--- src/rtl/acc_pkg.sv ---
// Shared definitions for the conv-tile activation/requant path.
package acc_pkg;

  typedef enum logic [1:0] {
    ACT_BYPASS = 2'd0,
    ACT_RELU   = 2'd1,
    ACT_LEAKY  = 2'd2,
    ACT_CLIP   = 2'd3
  } act_mode_e;

  localparam int ACC_LANES = 7;
  localparam int ACC_IW    = 32;
  localparam int ACC_OW    = 8;
  localparam int ACC_SHW   = 5;
  localparam int LEAK_SHW  = 4;
  localparam int SATCNT_W  = 16;

endpackage

--- src/rtl/act_lane.sv ---
// One lane: stage-1 activation + rounding shift, stage-2 saturate/clip.
// Purely combinational; the top owns the registers between the halves.
module act_lane
  import acc_pkg::*;
#(
  parameter int IW  = ACC_IW,
  parameter int OW  = ACC_OW,
  parameter int SHW = ACC_SHW
) (
  input  logic [IW-1:0]       x,
  input  logic [1:0]          mode,
  input  logic [SHW-1:0]      shift,
  input  logic [LEAK_SHW-1:0] leak_sh,
  output logic [IW:0]         r,
  input  logic [IW:0]         r_s2,
  input  logic [1:0]          mode_s2,
  input  logic [OW-1:0]       clip_s2,
  output logic [OW-1:0]       y,
  output logic                sat
);

  localparam logic signed [IW:0] MAXV = (IW+1)'(2**(OW-1) - 1);
  localparam logic signed [IW:0] MINV = ~MAXV;

  logic signed [IW-1:0] xs;
  logic signed [IW-1:0] a;
  logic signed [IW:0]   a_ext;
  logic signed [IW:0]   rnd;
  logic signed [IW:0]   sum;
  logic signed [IW:0]   rs;
  logic        [OW-1:0] ys;

  always_comb begin
    xs = signed'(x);
    case (act_mode_e'(mode))
      ACT_RELU, ACT_CLIP: a = xs[IW-1] ? '0 : xs;
      ACT_LEAKY:          a = xs[IW-1] ? (xs >>> leak_sh) : xs;
      default:            a = xs;
    endcase
    a_ext = {a[IW-1], a};
    // Half-LSB bias; shift==0 yields zero so one path covers both cases.
    rnd   = ((IW+1)'(1) << shift) >> 1;
    sum   = a_ext + rnd;
    r     = sum >>> shift;
  end

  always_comb begin
    rs  = signed'(r_s2);
    sat = 1'b0;
    if (rs > MAXV) begin
      ys  = MAXV[OW-1:0];
      sat = 1'b1;
    end else if (rs < MINV) begin
      ys  = MINV[OW-1:0];
      sat = 1'b1;
    end else begin
      ys  = rs[OW-1:0];
    end
    // Clip value is a non-negative bound; mode-3 results are never negative.
    if (act_mode_e'(mode_s2) == ACT_CLIP && !ys[OW-1] && (ys > clip_s2))
      ys = clip_s2;
    y = ys;
  end

endmodule

--- src/rtl/act_quant_pipe.sv ---
// Two-stage activation + requantisation pipeline with valid/ready flow control.
// Config travels with each beat so it may change on every accepted beat.
module act_quant_pipe
  import acc_pkg::*;
#(
  parameter int LANES = ACC_LANES,
  parameter int IW    = ACC_IW,
  parameter int OW    = ACC_OW,
  parameter int SHW   = ACC_SHW
) (
  input  logic                  clk,
  input  logic                  rst_n,
  input  logic [1:0]            cfg_mode,
  input  logic [SHW-1:0]        cfg_shift,
  input  logic [LEAK_SHW-1:0]   cfg_leak_sh,
  input  logic [OW-1:0]         cfg_clip,
  input  logic                  s_valid,
  output logic                  s_ready,
  input  logic [LANES*IW-1:0]   s_data,
  output logic                  m_valid,
  input  logic                  m_ready,
  output logic [LANES*OW-1:0]   m_data,
  output logic [SATCNT_W-1:0]   sat_cnt
);

  localparam int RW = IW + 1;

  logic                  v1_q, v1_d;
  logic [LANES*RW-1:0]   r1_q, r1_d;
  logic [1:0]            mode1_q, mode1_d;
  logic [OW-1:0]         clip1_q, clip1_d;
  logic                  m_valid_q, m_valid_d;
  logic [LANES*OW-1:0]   m_data_q, m_data_d;
  logic [SATCNT_W-1:0]   sat_cnt_q, sat_cnt_d;

  logic [LANES*RW-1:0]   r_comb;
  logic [LANES*OW-1:0]   y_comb;
  logic [LANES-1:0]      sat_vec;
  logic [SATCNT_W:0]     sat_sum;
  logic                  en1, en2, accept;

  for (genvar gi = 0; gi < LANES; gi++) begin : g_lane
    act_lane #(.IW(IW), .OW(OW), .SHW(SHW)) u_lane (
      .x       (s_data[gi*IW +: IW]),
      .mode    (cfg_mode),
      .shift   (cfg_shift),
      .leak_sh (cfg_leak_sh),
      .r       (r_comb[gi*RW +: RW]),
      .r_s2    (r1_q[gi*RW +: RW]),
      .mode_s2 (mode1_q),
      .clip_s2 (clip1_q),
      .y       (y_comb[gi*OW +: OW]),
      .sat     (sat_vec[gi])
    );
  end

  always_comb begin
    en2    = !m_valid_q || m_ready;
    en1    = !v1_q || en2;
    accept = s_valid && en1;

    v1_d      = v1_q;
    r1_d      = r1_q;
    mode1_d   = mode1_q;
    clip1_d   = clip1_q;
    m_valid_d = m_valid_q;
    m_data_d  = m_data_q;
    sat_cnt_d = sat_cnt_q;

    sat_sum = {1'b0, sat_cnt_q};
    for (int i = 0; i < LANES; i++)
      sat_sum = sat_sum + (SATCNT_W+1)'(sat_vec[i]);

    if (en1) begin
      v1_d = accept;
      if (accept) begin
        r1_d    = r_comb;
        mode1_d = cfg_mode;
        clip1_d = cfg_clip;
      end
    end

    // Output register only changes when it is empty or being drained.
    if (en2) begin
      m_valid_d = v1_q;
      if (v1_q) begin
        m_data_d  = y_comb;
        sat_cnt_d = sat_sum[SATCNT_W] ? {SATCNT_W{1'b1}} : sat_sum[SATCNT_W-1:0];
      end
    end
  end

  always_ff @(posedge clk or negedge rst_n) begin
    if (!rst_n) begin
      v1_q      <= 1'b0;
      r1_q      <= '0;
      mode1_q   <= '0;
      clip1_q   <= '0;
      m_valid_q <= 1'b0;
      m_data_q  <= '0;
      sat_cnt_q <= '0;
    end else begin
      v1_q      <= v1_d;
      r1_q      <= r1_d;
      mode1_q   <= mode1_d;
      clip1_q   <= clip1_d;
      m_valid_q <= m_valid_d;
      m_data_q  <= m_data_d;
      sat_cnt_q <= sat_cnt_d;
    end
  end

  assign s_ready = en1;
  assign m_valid = m_valid_q;
  assign m_data  = m_data_q;
  assign sat_cnt = sat_cnt_q;

endmodule

--- config.mk ---
export PLATFORM = sky130hd
export DESIGN_NAME = act_quant_pipe
export DESIGN_NICKNAME = d
export VERILOG_FILES = /design/src/rtl/acc_pkg.sv /design/src/rtl/act_lane.sv /design/src/rtl/act_quant_pipe.sv
export SDC_FILE = /design/constraint.sdc
export NUM_CORES = 2
export LEC_CHECK = 0
export BUFFER_PORTS_ARGS = -buffer_cell sky130_fd_sc_hd__buf_2
export CAP_MARGIN = 20
export CORE_MARGIN = 1
export CORE_UTILIZATION = 45
export CTS_BUF_LIST = sky130_fd_sc_hd__clkbuf_2 sky130_fd_sc_hd__clkbuf_4 sky130_fd_sc_hd__clkbuf_8
export CTS_CLUSTER_SIZE = 24
export DETAILED_ROUTE_END_ITERATION = 6
export SYNTH_ARGS = -nofsm -noshare
export SYNTH_HDL_FRONTEND = slang
export SYNTH_SLANG_ARGS = --single-unit
--- constraint.sdc ---
create_clock -name clk -period 14 [get_ports clk]
set_clock_uncertainty 0.1 [all_clocks]
set_input_delay 1.4 -clock clk [delete_from_list [all_inputs] [get_ports clk]]
set_output_delay 1.4 -clock clk [all_outputs]
set_load 0.05 [all_outputs]
# ---- Yosys cells after proc, flatten, opt, wreduce, memory -nomap -nowiden
# Cells that the tools add are included.
dict set report classes {
  shift 15
  muxes 57
  n_addsub 14
  n_reduce_logical 29
  n_lt_le_gt_ge 21
  eq_ne 4
}
# cell count
set op_table {}
lappend op_table {{32-bit one-hot mux with 2 select lines} 7}
lappend op_table {{32-bit by 33-bit adder with 33-bit output} 7}
lappend op_table {{33-bit by 8-bit greater-than comparator with 1-bit output (second input constant)} 7}
lappend op_table {{33-bit by 8-bit less-than comparator with 1-bit output (second input constant)} 7}
lappend op_table {{33-bit by 5-bit >>> shifter with 33-bit output} 7}
lappend op_table {{32-bit 2-to-1 mux} 7}
lappend op_table {{32-bit by 4-bit >>> shifter with 32-bit output} 7}
lappend op_table {{31-bit 2-to-1 mux} 7}
lappend op_table {{8-bit 2-to-1 mux} 21}
lappend op_table {{17-bit by 1-bit adder with 17-bit output} 6}
lappend op_table {{8-bit greater-than comparator} 7}
lappend op_table {{1-bit by 5-bit left shift with 33-bit output (first input constant)} 1}
lappend op_table {{16-bit by 1-bit adder with 17-bit output} 1}
lappend op_table {{16-bit 2-to-1 mux} 1}
lappend op_table {{1-bit logical AND} 15}
lappend op_table {{1-bit 2-to-1 mux} 14}
lappend op_table {{1-bit logical NOT} 9}
lappend op_table {{2-bit equality test (second input constant)} 3}
lappend op_table {{2-bit AND reduction} 2}
lappend op_table {{2-bit by 1-bit equality test with 1-bit output (second input constant)} 1}
lappend op_table {{1-bit logical OR} 2}
lappend op_table {{2-bit OR reduction} 1}
dict set report totals {
  output_inout_bits 74
  reg_bits 315
  elab_cells 147
  inputBits 247
}

# ---- Longest topological paths before layout
dict set report depth {
  ltp_word 11
  depth_mapped 25
  depth_no_buf 21
}

# ---- By module
# A second synthesis with hierarchy kept.
dict set report unflattened {
  hier_cells 8199
  area_unflattened_um2 61840.6
}
# module area_each_um2 cells_each seq_area_each_um2 instances
set modules_own_cells {}
lappend modules_own_cells {{act_lane (g_lane[0].u_lane ...)} 7438.4 1090 0.0 4}
lappend modules_own_cells {act_quant_pipe 12077.8 862 7882.6 1}
lappend modules_own_cells {{act_lane (g_lane[6].u_lane)} 6760.2 1017 0.0 1}
lappend modules_own_cells {{act_lane (g_lane[5].u_lane)} 6630.1 970 0.0 1}
lappend modules_own_cells {{act_lane (g_lane[1].u_lane)} 6618.8 990 0.0 1}

# ---- Worst setup path before layout
# Ideal clock, no wire load.
dict set report synth_path {
  path_kind {input-to-reg}
  from {in cfg_leak_sh[0]}
  to {reg r1_q[135]}
  path_buffers 5
  setup_time_ps 133
  required_time_ps 13767
  t_arrival_ps 6893
  path_slack_ps 6875
  cell_stages 23
  cell_sequence {clkbuf_1 buf_1 clkbuf_1 clkbuf_1 buf_1 a21oi_1 o21ai_0 o21ai_0 o21ai_0 ha_1 inv_1 fa_1 nand2b_1 a21oi_1 o21bai_1 a2111oi_0 nor2_1 xnor2_1 mux2_2 mux4_2 a221oi_1 o221a_2 a21oi_1}
}
dict set report synth_via {
  elab_chain_len 5
}
# item line_no
set synth_lines {}
lappend synth_lines {{from (decl)} act_quant_pipe.sv:15} ;# input logic [LEAK_SHW-1:0] cfg_leak_sh,
lappend synth_lines {{32-bit by 4-bit >>> shifter with 32-bit output} act_lane.sv:37} ;# ACT_LEAKY: a = xs[IW-1] ? (xs >>> leak_sh) : xs;
lappend synth_lines {{32-bit 2-to-1 mux} act_lane.sv:37}
lappend synth_lines {{32-bit one-hot mux with 2 select lines} act_lane.sv:35} ;# case (act_mode_e'(mode))
lappend synth_lines {{32-bit by 33-bit adder with 33-bit output} act_lane.sv:43} ;# sum = a_ext + rnd;
lappend synth_lines {{33-bit by 5-bit >>> shifter with 33-bit output} act_lane.sv:44} ;# r = sum >>> shift;
lappend synth_lines {{to (signal assigned)} act_quant_pipe.sv:104} ;# r1_q <= r1_d;
lappend synth_lines {{to (decl)} act_quant_pipe.sv:29} ;# logic [LANES*RW-1:0] r1_q, r1_d;
# Every way passes these cells.
# A chain may end at the register's enable or synchronous reset.

# ---- Final worst setup path
dict set report layout_path {
  from {in cfg_leak_sh[1]}
  to {reg r1_q[135]}
}
# Same word-level chain as after synthesis.

==> impl_table.tex <==
\begin{tabular}{lr}
\hline
Metric & Value \\
\hline
\multicolumn{2}{l}{\textbf{Floorplan}} \\
\quad Initial Util & 45.5\% \\
\quad Row Count & 125 \\
\quad Overall die area & 119000 um2 \\
\quad Ports placed on the boundary & 321 \\
\quad Std-Cell Core Area & between 100000 and 150000 um2 \\
\quad Height of the chip & 345 um \\
\quad Die X & 345 um \\
\multicolumn{2}{l}{\textbf{Setup path}} \\
\quad Most frequent cell on the critical path & o21ai\_0 \\
\quad Highest net fanout along the worst path & 89 \\
\quad Critical R2R Capture & sat\_cnt[13]\$\_DFFE\_PN0P\_ \\
\quad CP max stage cell & a2111oi\_0 \\
\quad Register-to-Register Setup Slack & $\sim$8400 ps \\
\quad CP max stage delay & 850 ps \\
\quad Data arrival time of the critical path & 8330 ps \\
\quad Startpoint Class & input port \\
\quad Worst path cell trace & buf\_8 > buf\_4 > mux2i\_1 > and2\_1 > a211o\_1 > o21ai\_0 > o21ai\_0 > o21ai\_0 > ha\_1 > inv\_1 > fa\_1 > nand2b\_1 > a21oi\_1 > o21bai\_1 > a2111oi\_0 > nor2\_1 > xnor2\_1 > mux2\_2 > mux4\_2 > a221oi\_1 > o221a\_2 > a21oi\_1 \\
\quad Worst Reg-to-Reg Cells & 16 \\
\quad Endpoint class of the critical path & register \\
\quad Worst r2r src & r1\_q[91]\$\_DFFE\_PN0P\_ \\
\quad Critical path class & in -> reg \\
\quad Required time of the worst setup path & approximately 14000 ps \\
\multicolumn{2}{l}{\textbf{Route}} \\
\quad Via total after detailed routing & 61600 \\
\quad Routed length per placed instance & 28.5 um \\
\quad Number of vias per cell & 7.02 \\
\quad Detailed-route wire length & 250000 um \\
\quad DR iter-0 viols & 9141 \\
\quad DR DRC count & 0 \\
\quad Router iterations before antenna repair & 7 \\
\quad Post-detailed-route count of antenna-violating nets & 0 \\
\multicolumn{2}{l}{\textbf{Clock tree}} \\
\quad CTS clk-pin slew, worst paths & 70 ps \\
\quad TritonCTS Sinks & 315 \\
\quad TritonCTS Buffers & 48 \\
\quad Resize count post-CTS & 0 \\
\quad Postcts setup bufs & 0 \\
\quad Cts-stage hold buffer count & 0 \\
\quad Source-to-sink clock delay at the later pin of the worst-skew pair & 650 ps \\
\quad Cell at the root of the clock tree & clkbuf\_8 \\
\quad Number of H-tree levels & 2 \\
\quad Clock tree buffer depth & 3 \\
\quad TritonCTS clock tree & yes \\
\multicolumn{2}{l}{\textbf{Final layout}} \\
\quad Non-Filler Instances & 8771 \\
\quad Fillcell total & $\sim$12000 \\
\quad Most frequent standard cell in the layout excluding fill and tap cells & nand2\_1 \\
\quad Leading cell types in the layout, fill and taps excluded & 1111 x nand2\_1, 652 x o21ai\_0, 646 x nor2\_1 \\
\quad Post-synthesis to final-layout area growth & 7.13\% \\
\quad Layout Nets & roughly 7700 \\
\quad Fraction of final layout cells with drive strength greater than 1 & 12.8\% \\
\multicolumn{2}{l}{\textbf{Place}} \\
\quad Hpwl dp & $\sim$190000 um \\
\quad GP Congestion & 1.08 \\
\quad Cell total after placement & 8667 \\
\quad Port Buffers & between 300 and 400 \\
\multicolumn{2}{l}{\textbf{Synthesis}} \\
\quad Async SR Flop Fraction & 100\% \\
\quad Area leader, netlist & dfrtp\_1 \\
\quad Cell area after technology mapping & roughly 53000 um2 \\
\quad Sequential fraction of the synthesis area & 14.9\% \\
\quad Post-synthesis cell count & approximately 7300 \\
\quad Yosys top cell area share & 14.9\% \\
\quad EDFF count, synth & 0 \\
\quad Largest cells by area after synthesis & dfrtp\_1 15\%, mux2i\_1 8.3\%, nand2\_1 7.9\% \\
\quad Flip-flop cell with the highest count after synthesis & dfrtp\_1 \\
\quad Net count after synthesis & around 7800 \\
\quad Number of unique standard cell types used by synthesis & 98 \\
\quad Number of warnings issued by yosys & 0 \\
\quad Synthesized flop and latch total & 315 \\
\quad Post-synthesis area per instance & 7.29 um2 \\
\multicolumn{2}{l}{\textbf{Worst hold path}} \\
\quad Worst hold path type & reg -> reg \\
\quad Worst hold start & m\_data[40]\$\_DFFE\_PN0P\_ \\
\quad Min-Delay Endpoint & m\_data[40]\$\_DFFE\_PN0P\_ \\
\quad Number of cells traversed by the worst hold path & 2 \\
\multicolumn{2}{l}{\textbf{STA}} \\
\quad Highest clock frequency the design can meet & 0.126 GHz \\
\quad Final hold violation count & 0 \\
\quad RSZ-0062 raised after global routing & false \\
\quad Number of endpoints failing setup at the final stage & 0 \\
\quad Shortest period the worst path allows & 7920 ps \\
\quad Transition at the pin with the smallest max-transition slack & 1340 ps \\
\quad Headroom to the max-slew limit & 10.9\% \\
\quad Total negative slack & 0 ps \\
\quad Tcrit/Tclk final & 56.6\% \\
\quad Max-slew violation total from the final report & 0 \\
\multicolumn{2}{l}{\textbf{Global route}} \\
\quad Global-route total usage across every layer & between 40\% and 50\% \\
\quad Wire length of the first global-routing pass & 363000 um \\
\quad Maximum number of pins on one net before global-route repair & $\sim$140 \\
\quad Number of antenna violations at the first check in global routing & 11 \\
\quad Leftover overflow at the end of global routing & 0 \\
\quad Vias in the first global route & 54300 \\
\multicolumn{2}{l}{\textbf{Power}} \\
\quad Worst supply voltage drop on vdd & 0.0669 mV \\
\quad Total leakage power & 0.0241 uW \\
\quad Power Density & around 84 nW/um2 \\
\multicolumn{2}{l}{\textbf{Run}} \\
\quad MaxCap Viol Count & 0 \\
\multicolumn{2}{l}{\textbf{Run status}} \\
\quad Run status & finished, final reports clean \\
\hline
\end{tabular}
==> cells in the mapped netlist, drive strengths merged (51+ instances only) <==
cell / n
xor2: 65
dfrtp: 315
a21o: 124
nor4: 60
ha: 280
a22oi: 56
o22ai: 74
mux4: 154
inv: 117
and2: 72
a22o: 51
nor2b: 53
nor2: 663
a211o: 51
buf: 128
mux2i: 440
o21ai: 666
nor3: 113
nand2: 1114
clkbuf: 436
a211oi: 167
a32o: 54
mux2: 122
a31oi: 78
o211ai: 96
nand3: 136
o21a: 61
a21oi: 634
xnor2: 116
nand4: 110
==> critical path: cells and delay by family <==
kind            cells  cell delay [ps]
simple gates        3              570
mux                 3              950
fa+ha+maj           2              690
buf+inv             3             1320
xor+xnor            1              220
compound gates     10             2990
==> power by group <==
group / internal (uW) / switching [uW] / leakage [uW]
Sequential: 1080 / 165 / 0.00384
Clock: 538 / 409 / 0.000609
Combinational: 846 / 1710 / 0.0196
Total: 2470 / 2280 / 0.0241
==> routing by layer <==
metal	vias up	global-route usage [%]	share of wire (%)
met5	-	0	0.026
met3	651	11.6	14
met1	29000	58.8	42
met4	10	16.6	5.1
li1	27300	-	-
met2	4653	54.3	38
==> sequential cells by signal, indices dropped and copies added (netlist names) <==
register  flops
v1_q          1
m_data       56
clip1_q       8
m_valid       1
r1_q        231
mode1_q       2
sat_cnt      16
==> per-stage QoR <==
stage	utilization, %	cell area, um2	setup WS, ps	hold slack (ps)	total power (uW)
after floorplan	-	52900	6870	347	2890
after global routing	48.7	56700	5680	391	4960
final	48.7	56700	6080	361	4750
after CTS	48.6	56600	6340	369	4650
after global placement	47.6	55400	5740	346	3670
after detailed placement	47.6	55400	5690	354	3700
==> cell families (layout without fill, tap and decap cells) <==
logic type / count (synthesis) / after routing / synth area share [%]
AO/OA/AOI/OAI: 2557 / 2557 / 31.7
AND/OR/NAND/NOR: 2515 / 2515 / 21.0
multiplexers: 716 / 716 / 17.5
buffers and inverters: 685 / 663 / 4.92
flip-flops: 315 / 315 / 14.9
adder cells (fa/ha/maj): 291 / 291 / 7.04
XOR/XNOR: 181 / 181 / 3.00
other: 0 / 9 / 0
==> worst max-delay path by stage <==
stage / endpoint / cells past startpoint / slack (ps) / from
4_1_cts: r1_q[135]$_DFFE_PN0P_ / 22 / 6340 / cfg_leak_sh[1]
3_3_place_gp: r1_q[135]$_DFFE_PN0P_ / 22 / 5740 / cfg_leak_sh[1]
2_1_floorplan: r1_q[135]$_DFFE_PN0P_ / 23 / 6870 / cfg_leak_sh[0]
5_1_grt: r1_q[157]$_DFFE_PN0P_ / 22 / 5680 / cfg_leak_sh[1]
6_report: r1_q[135]$_DFFE_PN0P_ / 22 / 6080 / cfg_leak_sh[1]
3_5_place_dp: r1_q[135]$_DFFE_PN0P_ / 22 / 5690 / cfg_leak_sh[1]
==> final cells by class <==
cell class	count	area [um2]	area share [%]
multi-input combinational	6260	42500	75.0
sequential	315	7880	13.9
timing repair buffer	454	2720	4.79
tap	1524	1910	3.37
clock buffer	73	936	1.65
inverter	121	479	0.846
clock inverter	15	230	0.406
antenna	9	22.5	0.0397
Note: power is estimated with default switching activity, not from simulation.
